## src/rtl/rf_fifo_pkg.sv

```systemverilog
// Shared sizing, types and occupancy helpers for the 16x65 register-file FIFO controller.
package rf_fifo_pkg;

  localparam int RF_DEPTH   = 16;
  localparam int RF_WIDTH   = 65;
  localparam int RF_AW      = 4;
  localparam int RF_CW      = 5;
  localparam int SKID_DEPTH = 2;
  localparam int OCC_W      = 2;

  typedef logic [RF_WIDTH-1:0] data_t;
  typedef logic [RF_AW-1:0]    addr_t;
  typedef logic [RF_CW-1:0]    cnt_t;
  typedef logic [OCC_W-1:0]    occ_t;

  // A new read may issue when the data already in or heading for the skid leaves one slot free.
  function automatic logic read_room(input occ_t occ, input logic rd_pend, input logic pop);
    return ({1'b0, occ} + {2'b00, rd_pend}) <= (3'd1 + {2'b00, pop});
  endfunction

  function automatic logic skid_room(input occ_t occ, input logic pop);
    return {1'b0, occ} <= (3'd1 + {2'b00, pop});
  endfunction

endpackage

```

## src/rtl/rf_fifo_skid.sv

```systemverilog
// Two-entry output skid buffer; entry 0 is always the head presented to the consumer.
module rf_fifo_skid
  import rf_fifo_pkg::*;
(
  input  logic  rclk,
  input  logic  rst_l,
  input  logic  wr_en,
  input  data_t wr_data,
  input  logic  pop,
  output occ_t  occ,
  output logic  out_vld,
  output data_t out_data
);

  data_t [SKID_DEPTH-1:0] ent_q;
  data_t [SKID_DEPTH-1:0] ent_d;
  data_t [SKID_DEPTH-1:0] shift_src;
  occ_t                   occ_q;
  occ_t                   occ_d;
  occ_t                   wr_idx;
  logic                   vld_q;
  logic                   pop_ok;

  assign pop_ok = pop & (occ_q != '0);
  // Arrivals land behind whatever survives this cycle's pop, so pop+write never bubbles.
  assign wr_idx = occ_q - occ_t'(pop_ok);

  for (genvar gi = 0; gi < SKID_DEPTH; gi++) begin : g_src
    if (gi + 1 < SKID_DEPTH) begin : g_next
      assign shift_src[gi] = ent_q[gi+1];
    end else begin : g_tail
      assign shift_src[gi] = ent_q[gi];
    end
  end

  always_comb begin
    occ_d = occ_q + occ_t'(wr_en) - occ_t'(pop_ok);
    for (int i = 0; i < SKID_DEPTH; i++) begin
      ent_d[i] = pop_ok ? shift_src[i] : ent_q[i];
      if (wr_en && (wr_idx == occ_t'(i))) begin
        ent_d[i] = wr_data;
      end
    end
  end

  always_ff @(posedge rclk) begin
    if (!rst_l) begin
      ent_q <= '0;
      occ_q <= '0;
      vld_q <= 1'b0;
    end else begin
      ent_q <= ent_d;
      occ_q <= occ_d;
      vld_q <= (occ_d != '0);
    end
  end

  assign occ      = occ_q;
  assign out_vld  = vld_q;
  assign out_data = ent_q[0];

endmodule

```

## src/rtl/rf_fifo_ctl_16x65.sv

```systemverilog
// FIFO controller around the 16x65 two-port register file with a 2-entry output skid.
// Define RF_FIFO_BYPASS_EN to let pushes into an empty FIFO skip the array (1-cycle latency).
module rf_fifo_ctl_16x65
  import rf_fifo_pkg::*;
#(
  parameter int DEPTH = RF_DEPTH,
  parameter int WIDTH = RF_WIDTH
) (
  input  logic             rclk,
  input  logic             rst_l,
  input  logic             in_vld,
  input  logic [WIDTH-1:0] in_data,
  output logic             in_rdy,
  output logic             out_vld,
  output logic [WIDTH-1:0] out_data,
  input  logic             out_rdy,
  output logic             rf_wr_csn,
  output logic [RF_AW-1:0] rf_wr_a,
  output logic [WIDTH-1:0] rf_di,
  output logic             rf_rd_csn,
  output logic [RF_AW-1:0] rf_rd_a,
  input  logic [WIDTH-1:0] rf_do,
  output logic [RF_CW-1:0] count
);

  localparam cnt_t FULL = cnt_t'(DEPTH);

  addr_t wptr_q, wptr_d;
  addr_t rptr_q, rptr_d;
  cnt_t  count_q, count_d;
  logic  rd_pend_q, rd_pend_d;
  logic  in_rdy_q, in_rdy_d;

  occ_t  occ;
  logic  skid_vld;
  data_t skid_data;
  logic  pop;
  logic  push;
  logic  byp;
  logic  arr_push;
  logic  issue;
  logic  skid_wr;
  data_t skid_wdata;

  assign pop  = skid_vld & out_rdy;
  // Gating with rst_l keeps both array strobes idle in the very first reset cycle.
  assign push = rst_l & in_vld & in_rdy_q;

`ifdef RF_FIFO_BYPASS_EN
  assign byp        = push & (count_q == '0) & ~rd_pend_q & skid_room(occ, pop);
  assign skid_wdata = byp ? in_data : rf_do;
`else
  assign byp        = 1'b0;
  assign skid_wdata = rf_do;
`endif

  assign arr_push = push & ~byp;
  assign issue    = rst_l & (count_q != '0) & read_room(occ, rd_pend_q, pop);
  assign skid_wr  = rd_pend_q | byp;

  always_comb begin
    wptr_d    = wptr_q + addr_t'(arr_push);
    rptr_d    = rptr_q + addr_t'(issue);
    count_d   = count_q + cnt_t'(arr_push) - cnt_t'(issue);
    rd_pend_d = issue;
    in_rdy_d  = (count_d != FULL);
  end

  always_ff @(posedge rclk) begin
    if (!rst_l) begin
      wptr_q    <= '0;
      rptr_q    <= '0;
      count_q   <= '0;
      rd_pend_q <= 1'b0;
      in_rdy_q  <= 1'b0;
    end else begin
      wptr_q    <= wptr_d;
      rptr_q    <= rptr_d;
      count_q   <= count_d;
      rd_pend_q <= rd_pend_d;
      in_rdy_q  <= in_rdy_d;
    end
  end

  rf_fifo_skid u_skid (
    .rclk     (rclk),
    .rst_l    (rst_l),
    .wr_en    (skid_wr),
    .wr_data  (skid_wdata),
    .pop      (pop),
    .occ      (occ),
    .out_vld  (skid_vld),
    .out_data (skid_data)
  );

  assign in_rdy    = in_rdy_q;
  assign out_vld   = skid_vld;
  assign out_data  = skid_data;
  assign rf_wr_csn = ~arr_push;
  assign rf_wr_a   = wptr_q;
  assign rf_di     = in_data;
  assign rf_rd_csn = ~issue;
  assign rf_rd_a   = rptr_q;
  assign count     = count_q;

endmodule

```

## config.mk

```make
export PLATFORM = sky130hd
export DESIGN_NAME = rf_fifo_ctl_16x65
export DESIGN_NICKNAME = d
export VERILOG_FILES = /design/src/rtl/rf_fifo_pkg.sv /design/src/rtl/rf_fifo_skid.sv /design/src/rtl/rf_fifo_ctl_16x65.sv
export SDC_FILE = /design/constraint.sdc
export NUM_CORES = 1
export LEC_CHECK = 0
export ABC_AREA = 1
export CAP_MARGIN = 20
export CORE_ASPECT_RATIO = 1.1
export CORE_MARGIN = 4
export CORE_UTILIZATION = 40
export DETAILED_ROUTE_END_ITERATION = 10
export PLACE_DENSITY = 0.75
export SETUP_SLACK_MARGIN = 0.4
export SLEW_MARGIN = 20
export SYNTH_ARGS = -nofsm -noshare
export SYNTH_HDL_FRONTEND = slang
export SYNTH_SLANG_ARGS = --single-unit
```

## constraint.sdc

```tcl
create_clock -name rclk -period 3.15 [get_ports rclk]
set_input_delay 0.63 -clock rclk [delete_from_list [all_inputs] [get_ports rclk]]
set_output_delay 0.63 -clock rclk [all_outputs]
set_load 0.05 [all_outputs]
```

==> results of run 1 <==
cell families after synthesis:
kind of cell	after synthesis	share of synthesized area (%)
flip-flops	148	37.6
XOR/XNOR	4	0.445
buffers and inverters	359	24.5
AO/OA/AOI/OAI	135	8.58
AND/OR/NAND/NOR	514	25.9
adder cells (fa/ha/maj)	17	2.89
repair_timing:
item	in CTS	in global routing
pin swaps	6	3
setup buffers	2	3
gates resized for setup	11	9
setup endpoints to repair	6	5
cell type report:
type	count	area share [%]
Multi-Input combinational cell	670	33.3
Sequential cell	148	31.8
Timing Repair Buffer	171	18.5
Inverter	165	6.69
Clock buffer	23	5.33
Tap cell	247	3.31
Clock inverter	8	1.06
state kept, by name, summed over array words and instances (netlist names):
name and count:
count 5, in_rdy 1, rd_pend_q 1, rf_rd_a 4, rf_wr_a 4, u_skid.ent_q 65, u_skid.occ 2, u_skid.out_data 65
u_skid.out_vld 1
cell usage after synthesis (3+ instances only):
cell type and n:
a21oi_1 68, buf_2 26, buf_4 135, buf_6 6, clkbuf_1 26, dfxtp_1 148, ha_1 15, inv_1 162
inv_2 3, nand2_1 291, nand3_1 76, nor2_1 143, o21ai_0 65
per-layer routing:
| layer | track usage (%) | wire length [um] | vias up |
|---|---|---|---|
| li1 | - | - | 3420 |
| met1 | 19.9 | 7880 | 2925 |
| met2 | 27.7 | 8830 | 145 |
| met3 | 4.24 | 1020 | 32 |
| met4 | 6.49 | 384 | 2 |
| met5 | 0 | 20 | - |
stage by stage:
step / util [%] / instances / TNS (ns) / setup slack [ns] / hold slack, ns
6_report: 48.5 / 1432 / 0 / 0.217 / 0.483
3_3_place_gp: 45.0 / 1396 / -1.41 / -0.628 / 0.470
4_1_cts: 48.3 / 1429 / 0 / 0.174 / 0.485
2_1_floorplan: - / 1177 / -0.0278 / -0.0278 / 0.462
3_5_place_dp: 45.0 / 1396 / -1.65 / -0.665 / 0.476
5_1_grt: 48.5 / 1432 / 0 / 0.0329 / 0.504
power breakdown:
group / switching, mW / total, mW / internal [mW]
Sequential: 0.283 / 2.73 / 2.45
Clock: 0.776 / 2.04 / 1.27
Combinational: 3.21 / 4.97 / 1.75
Total: 4.27 / 9.74 / 5.47
worst max path at each step:
stage | start | to | cells past startpoint
final | u_skid.occ[0]$_SDFF_PN0_ | in_rdy$_SDFF_PN0_ | 18
after detailed placement | out_rdy | in_rdy$_SDFF_PN0_ | 19
after floorplan | out_rdy | in_rdy$_SDFF_PN0_ | 18
after CTS | u_skid.occ[0]$_SDFF_PN0_ | in_rdy$_SDFF_PN0_ | 18
after global routing | u_skid.occ[0]$_SDFF_PN0_ | in_rdy$_SDFF_PN0_ | 18
after global placement | out_rdy | in_rdy$_SDFF_PN0_ | 19
critical path, delay by kind of cell (launching register included):
kind	cells	cell delay, ns
AOI/OAI and AO/OA	1	0.12
adders and majority gates	5	1.41
buffers and inverters	4	0.18
DFF	1	0.35
and+or+nand+nor	8	0.75
layout by cell type, fill, tap and decap left out, types with 2 or more instances in the layout:
cell / count
a21oi_1: 68
buf_12: 6
buf_2: 2
buf_4: 15
buf_6: 2
bufinv_16: 2
clkbuf_16: 17
clkbuf_8: 5
clkdlybuf4s50_1: 146
clkinv_2: 3
clkinvlp_4: 2
dfxtp_1: 145
dfxtp_2: 3
ha_1: 12
ha_4: 3
inv_1: 158
inv_2: 5
inv_4: 2
nand2_1: 287
nand2_2: 3
nand3_1: 72
nand3_2: 3
nand3_4: 3
nor2_1: 141
nor2_4: 2
o21ai_0: 64
o21ai_1: 2
xnor2_1: 2
xor2_1: 2
==> impl_metrics.json, run 1 <==
{
  "grt_usage_pct": 16.4,
  "holdPathStages": 2,
  "whs_endpoint": "u_skid.out_data[30]$_SDFFE_PN0P_",
  "synth_top_cell_by_area": "dfxtp_1",
  "r2r_cells": 18,
  "fin_nets": 1324,
  "fp.dieH_um": 155,
  "n_fill_cell": 1913,
  "gp_congestion": 0.807,
  "multiInputGateArea_um2": 3110,
  "p_leak_nw": 4.40,
  "r2r_end": "in_rdy$_SDFF_PN0_",
  "cts_root_buf": "clkbuf_16",
  "clock_path_buffers": 2,
  "numCtsBuffers": 17,
  "diodes": 0,
  "drv_cap": 0,
  "syn_area_per_cell_um2": 6.69,
  "port_buffers": 150,
  "crit_type": "reg -> reg",
  "routed_wl_mm": 18.1,
  "finalPower_mw": 9.74,
  "syn_inst": 1177,
  "grt_max_degree": 131,
  "syn_to_final_growth_pct": 18.6,
  "synth_edf_count": 0,
  "dpl_cell_area_um2": 8660,
  "post-route-min-period_ns": 2.93,
  "regToRegSetupSlack_ns": 0.22,
  "vdd_ir_drop_max_mv": 0.792,
  "dieArea_um2": 22000,
  "final_cell_area_um2": 9340,
  "num_vias": 6524,
  "max_freq_mhz": 341,
  "synthArstFlopShare_pct": 0,
  "finClkSkew_ns": 0.00936,
  "clk_latency_ns": 0.41,
  "coreArea_um2": 19200,
  "drcViolationCount": 0,
  "grt_pass1_wl_mm": 29.6,
  "dr.first_iter.drc_count": 319,
  "path_cells": "ha_4 > inv_2 > fa_1 > inv_2 > nand2_2 > o21ai_2 > nand2_2 > nand3_4 > inv_4 > ha_4 > inv_2 > ha_4 > fa_2 > or2_4 > nor2_1 > nand3_1 > nor2_1 > nor2_1",
  "grt-ovfl-total": 0,
  "arrival_ns": 3.20,
  "ant_nets": 0,
  "grt_setup_unrepaired": "true",
  "r2r_start": "u_skid.occ[0]$_SDFF_PN0_",
  "hold_violations": 0,
  "crit_slowest_cell": "fa_1",
  "wl_per_cell_um": 12.7,
  "end_kind": "flip-flop",
  "grt_pass1_vias": 5942,
  "synth_cell_types": 21,
  "seq_area_um2": 2970,
  "synth_top_area_share_pct": 37.6,
  "yosys_warnings": 0,
  "cts_tree": "done",
  "first_pass_iters": 5,
  "tightest_slew_ns": 0.894,
  "min_period_over_period_pct": 93.1,
  "ios": 281,
  "setup_viol": 0,
  "worstPathRequired_ns": 3.42,
  "synth-main-ff-cell": "dfxtp_1",
  "initial_utilization_pct": 40.9,
  "synth_area_leaders": "dfxtp_1 38%, nand2_1 14%, buf_4 13%",
  "status": "finished clean",
  "maxSlewHeadroom_pct": 40.4,
  "slew_viol_final": 0,
  "drive_gt1_share_pct": 7.09,
  "cp_max_fo": 2,
  "vias_per_cell": 4.56,
  "p_per_area_nw_per_um2": 1040,
  "hpwlAfterDp_mm": 11.2,
  "slowest_delay_ns": 0.45,
  "netlist_area_um2": 7880,
  "syn_nets": 1328,
  "ctsHtreeMaxLevel": 4,
  "rows": 53,
  "ctsHoldBuffers": 0,
  "cts_sinks": 148,
  "min_from": "u_skid.out_data[30]$_SDFFE_PN0P_",
  "antenna_found_initial": 1,
  "hold_path.class": "reg -> reg",
  "synth-seq-cells": 148,
  "clk_pin_slew_ns": 0.06,
  "die_w_um": 142,
  "ys_seq_area_share_pct": 37.6,
  "startpoint_type": "flip-flop"
}
Power figures use the tool's default switching activity.
==> run 2: changes to the inputs <==
--- a/config.mk
+++ b/config.mk
@@ -7,11 +7,10 @@
 export LEC_CHECK = 0
 export ABC_AREA = 1
 export CAP_MARGIN = 20
-export CORE_ASPECT_RATIO = 1.1
 export CORE_MARGIN = 4
-export CORE_UTILIZATION = 40
+export CORE_UTILIZATION = 41
 export DETAILED_ROUTE_END_ITERATION = 10
-export PLACE_DENSITY = 0.75
+export PLACE_DENSITY = 0.77
 export SETUP_SLACK_MARGIN = 0.4
 export SLEW_MARGIN = 20
 export SYNTH_ARGS = -nofsm -noshare
==> impl_metrics.json, run 2 (synthesis gave the netlist of run 1 again) <==
{
  "antenna_found_initial": 0,
  "arrival_ns": 3.22,
  "startpoint_type": "flip-flop",
  "hold_violations": 0,
  "max_freq_mhz": 340,
  "first_pass_iters": 5,
  "drcViolationCount": 0,
  "tightest_slew_ns": 0.776,
  "final_cell_mix": "287 x nand2_1, 158 x inv_1, 147 x clkdlybuf4s50_1",
  "finClkSkew_ns": 0.0152,
  "dieArea_um2": 21500,
  "pre_cts_slack_ns": -0.645,
  "cp_max_fo": 2,
  "gp_congestion": 0.834,
  "numCtsBuffers": 17,
  "ios": 281,
  "layout_commonest_cell": "nand2_1",
  "dr.first_iter.drc_count": 319,
  "fin_ws_ns": 0.206,
  "grt_pass1_wl_mm": 29.5,
  "grt_busiest_layer": "met2",
  "fin_nets": 1325,
  "num_vias": 6491,
  "grt-ovfl-total": 0,
  "clock_path_buffers": 2,
  "rows": 50,
  "met3_usage_pct": 5.15,
  "routed_wl_mm": 17.5,
  "cts_root_buf": "clkbuf_16",
  "timing.setup.tns_ns": 0,
  "grt_pass1_vias": 6026,
  "status": "finished clean",
  "drv_cap": 0,
  "maxSlewHeadroom_pct": 48.3,
  "clk_latency_ns": 0.42,
  "path_buf_inv": 4,
  "multiInputGateArea_um2": 3120,
  "cts_sinks": 148,
  "cts_tree": "done",
  "end_kind": "flip-flop",
  "p_leak_nw": 4.43,
  "coreArea_um2": 18800,
  "hpwlAfterDp_mm": 11.3,
  "drive_gt1_share_pct": 7.41,
  "seq_area_um2": 2970,
  "port_buffers": 150,
  "holdWs_ns": 0.480,
  "grt_setup_unrepaired": "true",
  "grtUsageMet1_pct": 20.3,
  "syn_to_final_growth_pct": 19.1,
  "crit_type": "reg -> reg",
  "vias_per_cell": 4.57,
  "post-route-min-period_ns": 2.94,
  "fp.dieH_um": 147,
  "setup_viol": 0,
  "p_per_area_nw_per_um2": 1050,
  "grt_usage_pct": 16.5,
  "crit_family": "adder cells",
  "diodes": 0,
  "initial_utilization_pct": 42.0,
  "ctsHtreeMaxLevel": 4,
  "vdd_ir_drop_max_mv": 0.658,
  "n_fill_cell": 1817,
  "clk_pin_slew_ns": 0.06,
  "dpl_cell_area_um2": 8690,
  "slowest_delay_ns": 0.44,
  "final_cell_area_um2": 9380,
  "grt_use_met2_pct": 26.7,
  "hold_path.class": "reg -> reg",
  "die_w_um": 147,
  "wl_per_cell_um": 12.3,
  "grt_max_degree": 131,
  "min_period_over_period_pct": 93.5,
  "slew_viol_final": 0,
  "crit_slowest_cell": "fa_1",
  "worstPathRequired_ns": 3.43,
  "ant_nets": 0,
  "path_cells": "ha_4 > inv_2 > fa_1 > inv_2 > nand2_2 > o21ai_2 > nand2_2 > nand3_4 > inv_4 > ha_4 > inv_2 > ha_4 > fa_2 > or2_4 > nor2_2 > nand3_1 > nor2_1 > nor2_1"
}
[run 2: cell types whose count changed in the layout (fill, tap and decap cells not counted), moves of 2 or more]
cell | before | now
clkinv_4 | 1 | 4
clkinv_2 | 3 | 5
buf_4 | 15 | 13
clkbuf_8 | 5 | 2
buf_12 | 6 | 9
[run 2: what timing repair did]
action                     CTS  global route
setup buffers                2             3
pin swaps                    9             4
gates resized for setup     12             9
setup endpoints to repair    6             3
hold buffers                 0             0
[run 2: per-stage QoR]
stage / utilization, % / instances / power, mW
floorplan: - / 1177 / 6.82
global placement: 46.3 / 1384 / 7.57
detailed placement: 46.3 / 1384 / 7.66
CTS: 49.7 / 1418 / 9.85
global route: 50.0 / 1421 / 10.6
finish: 50.0 / 1421 / 9.85
[run 2: layout make-up]
type | instances | share of cell area [%]
multi-input cells | 670 | 33.2
flip-flops and latches | 148 | 31.6
inverters | 165 | 6.66
clock buffers | 19 | 4.83
repair buffers | 172 | 18.9
well taps | 234 | 3.12
clock inverters | 13 | 1.68
[run 2: report_power, final]
| part | internal [mW] | switching, mW | total [mW] |
|---|---|---|---|
| clock | 1.29 | 0.818 | 2.10 |
| combinational | 1.81 | 3.22 | 5.03 |
| sequential | 2.45 | 0.272 | 2.72 |
[run 2: path summary, 6_finish.rpt]
check,cells after the start,startpoint,slack [ns],endpoint
hold reg to reg,2,u_skid.out_data[14]$_SDFFE_PN0P_,0.48,u_skid.out_data[14]$_SDFFE_PN0P_
hold / removal,2,u_skid.out_data[14]$_SDFFE_PN0P_,0.48,u_skid.out_data[14]$_SDFFE_PN0P_
setup / recovery,18,u_skid.occ[0]$_SDFF_PN0_,0.21,in_rdy$_SDFF_PN0_
setup reg to reg,18,u_skid.occ[0]$_SDFF_PN0_,0.21,in_rdy$_SDFF_PN0_
[run 2: metal layers]
metal  routed length, um  share of wire [%]
met3                 973                5.5
met4                 457                2.6
met2                8280                 47
met5                   0                  0
met1                7820                 45
[run 2: tightest hold or removal path, delay by kind of cell, from the launching register on]
family,cells,cell delay [ns]
AOI/OAI and AO/OA,1,0.06
and+or+nand+nor,1,0.07
DFF,1,0.31
==> run 3: changes to the inputs <==
--- a/config.mk
+++ b/config.mk
@@ -5,10 +5,9 @@
 export SDC_FILE = /design/constraint.sdc
 export NUM_CORES = 1
 export LEC_CHECK = 0
-export ABC_AREA = 1
 export CAP_MARGIN = 20
 export CORE_MARGIN = 4
-export CORE_UTILIZATION = 41
+export CORE_UTILIZATION = 40
 export DETAILED_ROUTE_END_ITERATION = 10
 export PLACE_DENSITY = 0.77
 export SETUP_SLACK_MARGIN = 0.4
==> impl_metrics.json, run 3 <==
{
  "status": "finished clean",
  "clock_path_buffers": 2,
  "cts_sinks": 148,
  "crit_type": "reg -> reg",
  "vdd_ir_drop_max_mv": 0.435,
  "p_leak_nw": 4.39,
  "yosys_warnings": 0,
  "min_period_over_period_pct": 97.6,
  "die_w_um": 144,
  "dr.first_iter.drc_count": 123,
  "routed_wl_mm": 14.2,
  "synthArstFlopShare_pct": 0,
  "startpoint_type": "flip-flop",
  "holdWs_ns": 0.503,
  "coreArea_um2": 18100,
  "n_fill_cell": 1657,
  "synth_mux_area_share_pct": 17.6,
  "grt_max_degree": 93,
  "ys_seq_area_share_pct": 40.1,
  "synth_common_cells": "148 x dfxtp_1, 136 x buf_4, 130 x mux2i_1, 67 x nand2_1, 66 x nor2b_1",
  "r2r_cells": 12,
  "antenna_found_initial": 1,
  "ios": 281,
  "pre_cts_slack_ns": -0.729,
  "synth_compound_area_share_pct": 9.73,
  "initial_utilization_pct": 40.8,
  "grt_usage_pct": 13.7,
  "finClkSkew_ns": 0.00555,
  "post-route-min-period_ns": 3.07,
  "synth_top_cell_by_area": "dfxtp_1",
  "fin_nets": 897,
  "drcViolationCount": 0,
  "worstPathRequired_ns": 3.45,
  "final_cell_area_um2": 8940,
  "grt_pass1_vias": 4668,
  "timing.setup.tns_ns": 0,
  "slew_viol_final": 0,
  "fin_ws_ns": 0.0761,
  "clk_latency_ns": 0.41,
  "synth_top_family_by_area": "multiplexers",
  "rows": 49,
  "fin_util_pct": 49.4,
  "synth_edf_count": 0,
  "crit_slowest_cell": "fa_2",
  "multiInputGateArea_um2": 3230,
  "port_buffers": 150,
  "cp_max_fo": 2,
  "num_vias": 4696,
  "vias_per_cell": 4.76,
  "tightest_slew_ns": 0.842,
  "dpl_cell_area_um2": 8200,
  "path_cells": "ha_4 > inv_2 > fa_2 > o31ai_4 > a21oi_2 > ha_1 > inv_2 > ha_4 > fa_2 > xor2_1 > or3_1 > o31a_1",
  "holdPathStages": 2,
  "synth_adder_area_share_pct": 3.08,
  "end_kind": "flip-flop",
  "grt_pass1_wl_mm": 23.1,
  "syn_area_per_cell_um2": 10.2,
  "syn_to_final_growth_pct": 21.1,
  "ctsHtreeMaxLevel": 4,
  "hpwlAfterDp_mm": 9.15,
  "numCtsBuffers": 17,
  "synth_area_leaders": "dfxtp_1 40%, mux2i_1 18%, buf_4 14%",
  "max_freq_mhz": 325,
  "synth-main-ff-cell": "dfxtp_1",
  "seq_area_um2": 2970,
  "syn_inst": 725,
  "diodes": 0,
  "dieArea_um2": 20700,
  "arrival_ns": 3.37,
  "first_pass_iters": 4,
  "fp.dieH_um": 144,
  "ant_nets": 0,
  "cts_tree": "done",
  "synth-seq-cells": 148,
  "synth.most_common_cell": "dfxtp_1",
  "drive_gt1_share_pct": 10.6,
  "clk_pin_slew_ns": 0.06,
  "hold_violations": 0,
  "layout_commonest_cell": "clkdlybuf4s50_1",
  "synthSimpleGateAreaFrac_pct": 10.8,
  "slowest_delay_ns": 0.46,
  "syn_nets": 876,
  "wl_per_cell_um": 14.4,
  "grt_setup_unrepaired": "true",
  "gp_congestion": 0.709,
  "synth_top_area_share_pct": 40.1,
  "cts_root_buf": "clkbuf_16",
  "final_cell_mix": "147 x clkdlybuf4s50_1, 145 x dfxtp_1, 130 x mux2i_1",
  "grt-ovfl-total": 0,
  "synth_cell_types": 28,
  "ctsHoldBuffers": 0,
  "setup_viol": 0,
  "maxSlewHeadroom_pct": 43.8,
  "hold_path.class": "in -> reg",
  "netlist_area_um2": 7380,
  "synth_xor_area_share_pct": 1.29,
  "drv_cap": 0,
  "p_per_area_nw_per_um2": 1050
}
[run 3: cell count changes after synthesis, sizes merged, moves of 67 or more]
| cell | before | now |
|---|---|---|
| inv | 165 | 15 |
| nand3 | 78 | 4 |
| o21ai | 67 | 0 |
| nand2 | 292 | 67 |
| mux2i | 0 | 130 |
| nor2 | 143 | 1 |
[run 3: metrics by stage]
stage	total power, mW	cells
after floorplan	6.51	725
after global placement	7.11	944
after detailed placement	7.18	944
after CTS	9.48	985
after global routing	9.97	987
final	9.42	987
[run 3: routing by layer]
metal	vias up	routed length, um	GRT usage, %
met5	-	13	0
met4	2	206	4.31
met3	26	693	4.59
met2	111	6550	21.8
met1	2203	6750	17.7
li1	2354	-	-
[run 3: final timing paths]
| path | startpoint | to | slack, ns |
|---|---|---|---|
| worst max-delay path | rd_pend_q$_SDFF_PN0_ | in_rdy$_SDFF_PN0_ | 0.08 |
| worst min-delay path | rst_l | rf_rd_a[3]$_SDFF_PN0_ | 0.50 |
| worst max register to register | rd_pend_q$_SDFF_PN0_ | in_rdy$_SDFF_PN0_ | 0.08 |
| worst min register to register | u_skid.ent_q[76]$_SDFFE_PN0P_ | u_skid.ent_q[76]$_SDFFE_PN0P_ | 0.52 |
[run 3: logic make-up after synthesis]
group / count (synthesis)
muxes: 130
buffers and inverters: 190
DFF: 148
xor gates and xnor gates: 10
AOI/OAI and AO/OA: 75
adders and majority gates: 17
and+or+nand+nor: 155
[run 3: what timing repair did]
action | in CTS | in global routing
setup endpoints to repair | 6 | 4
setup buffers | 10 | 2
pin swaps | 6 | 6
resized for setup | 10 | 5
[run 3: critical path: cells and delay by family, from the launching register on]
kind                     cells  cell delay (ns)
AND/OR/NAND/NOR              1             0.31
flip-flops                   1             0.35
adder cells (fa/ha/maj)      5             1.44
AO/OA/AOI/OAI                3             0.61
XOR/XNOR                     1             0.15
buffers and inverters        2             0.10
[run 3: final cells by class]
cell class | count | area share [%]
well taps | 229 | 3.21
clock buffers | 20 | 5.11
clock inverters | 11 | 1.69
repair buffers | 177 | 19.9
flip-flops and latches | 148 | 33.2
multi-input cells | 387 | 36.2
inverters | 15 | 0.630
[run 3: report_power, final]
group / internal [mW] / total [mW] / switching [mW]
clock network: 1.29 / 2.08 / 0.786
registers: 2.40 / 2.70 / 0.299
logic: 1.93 / 4.64 / 2.71
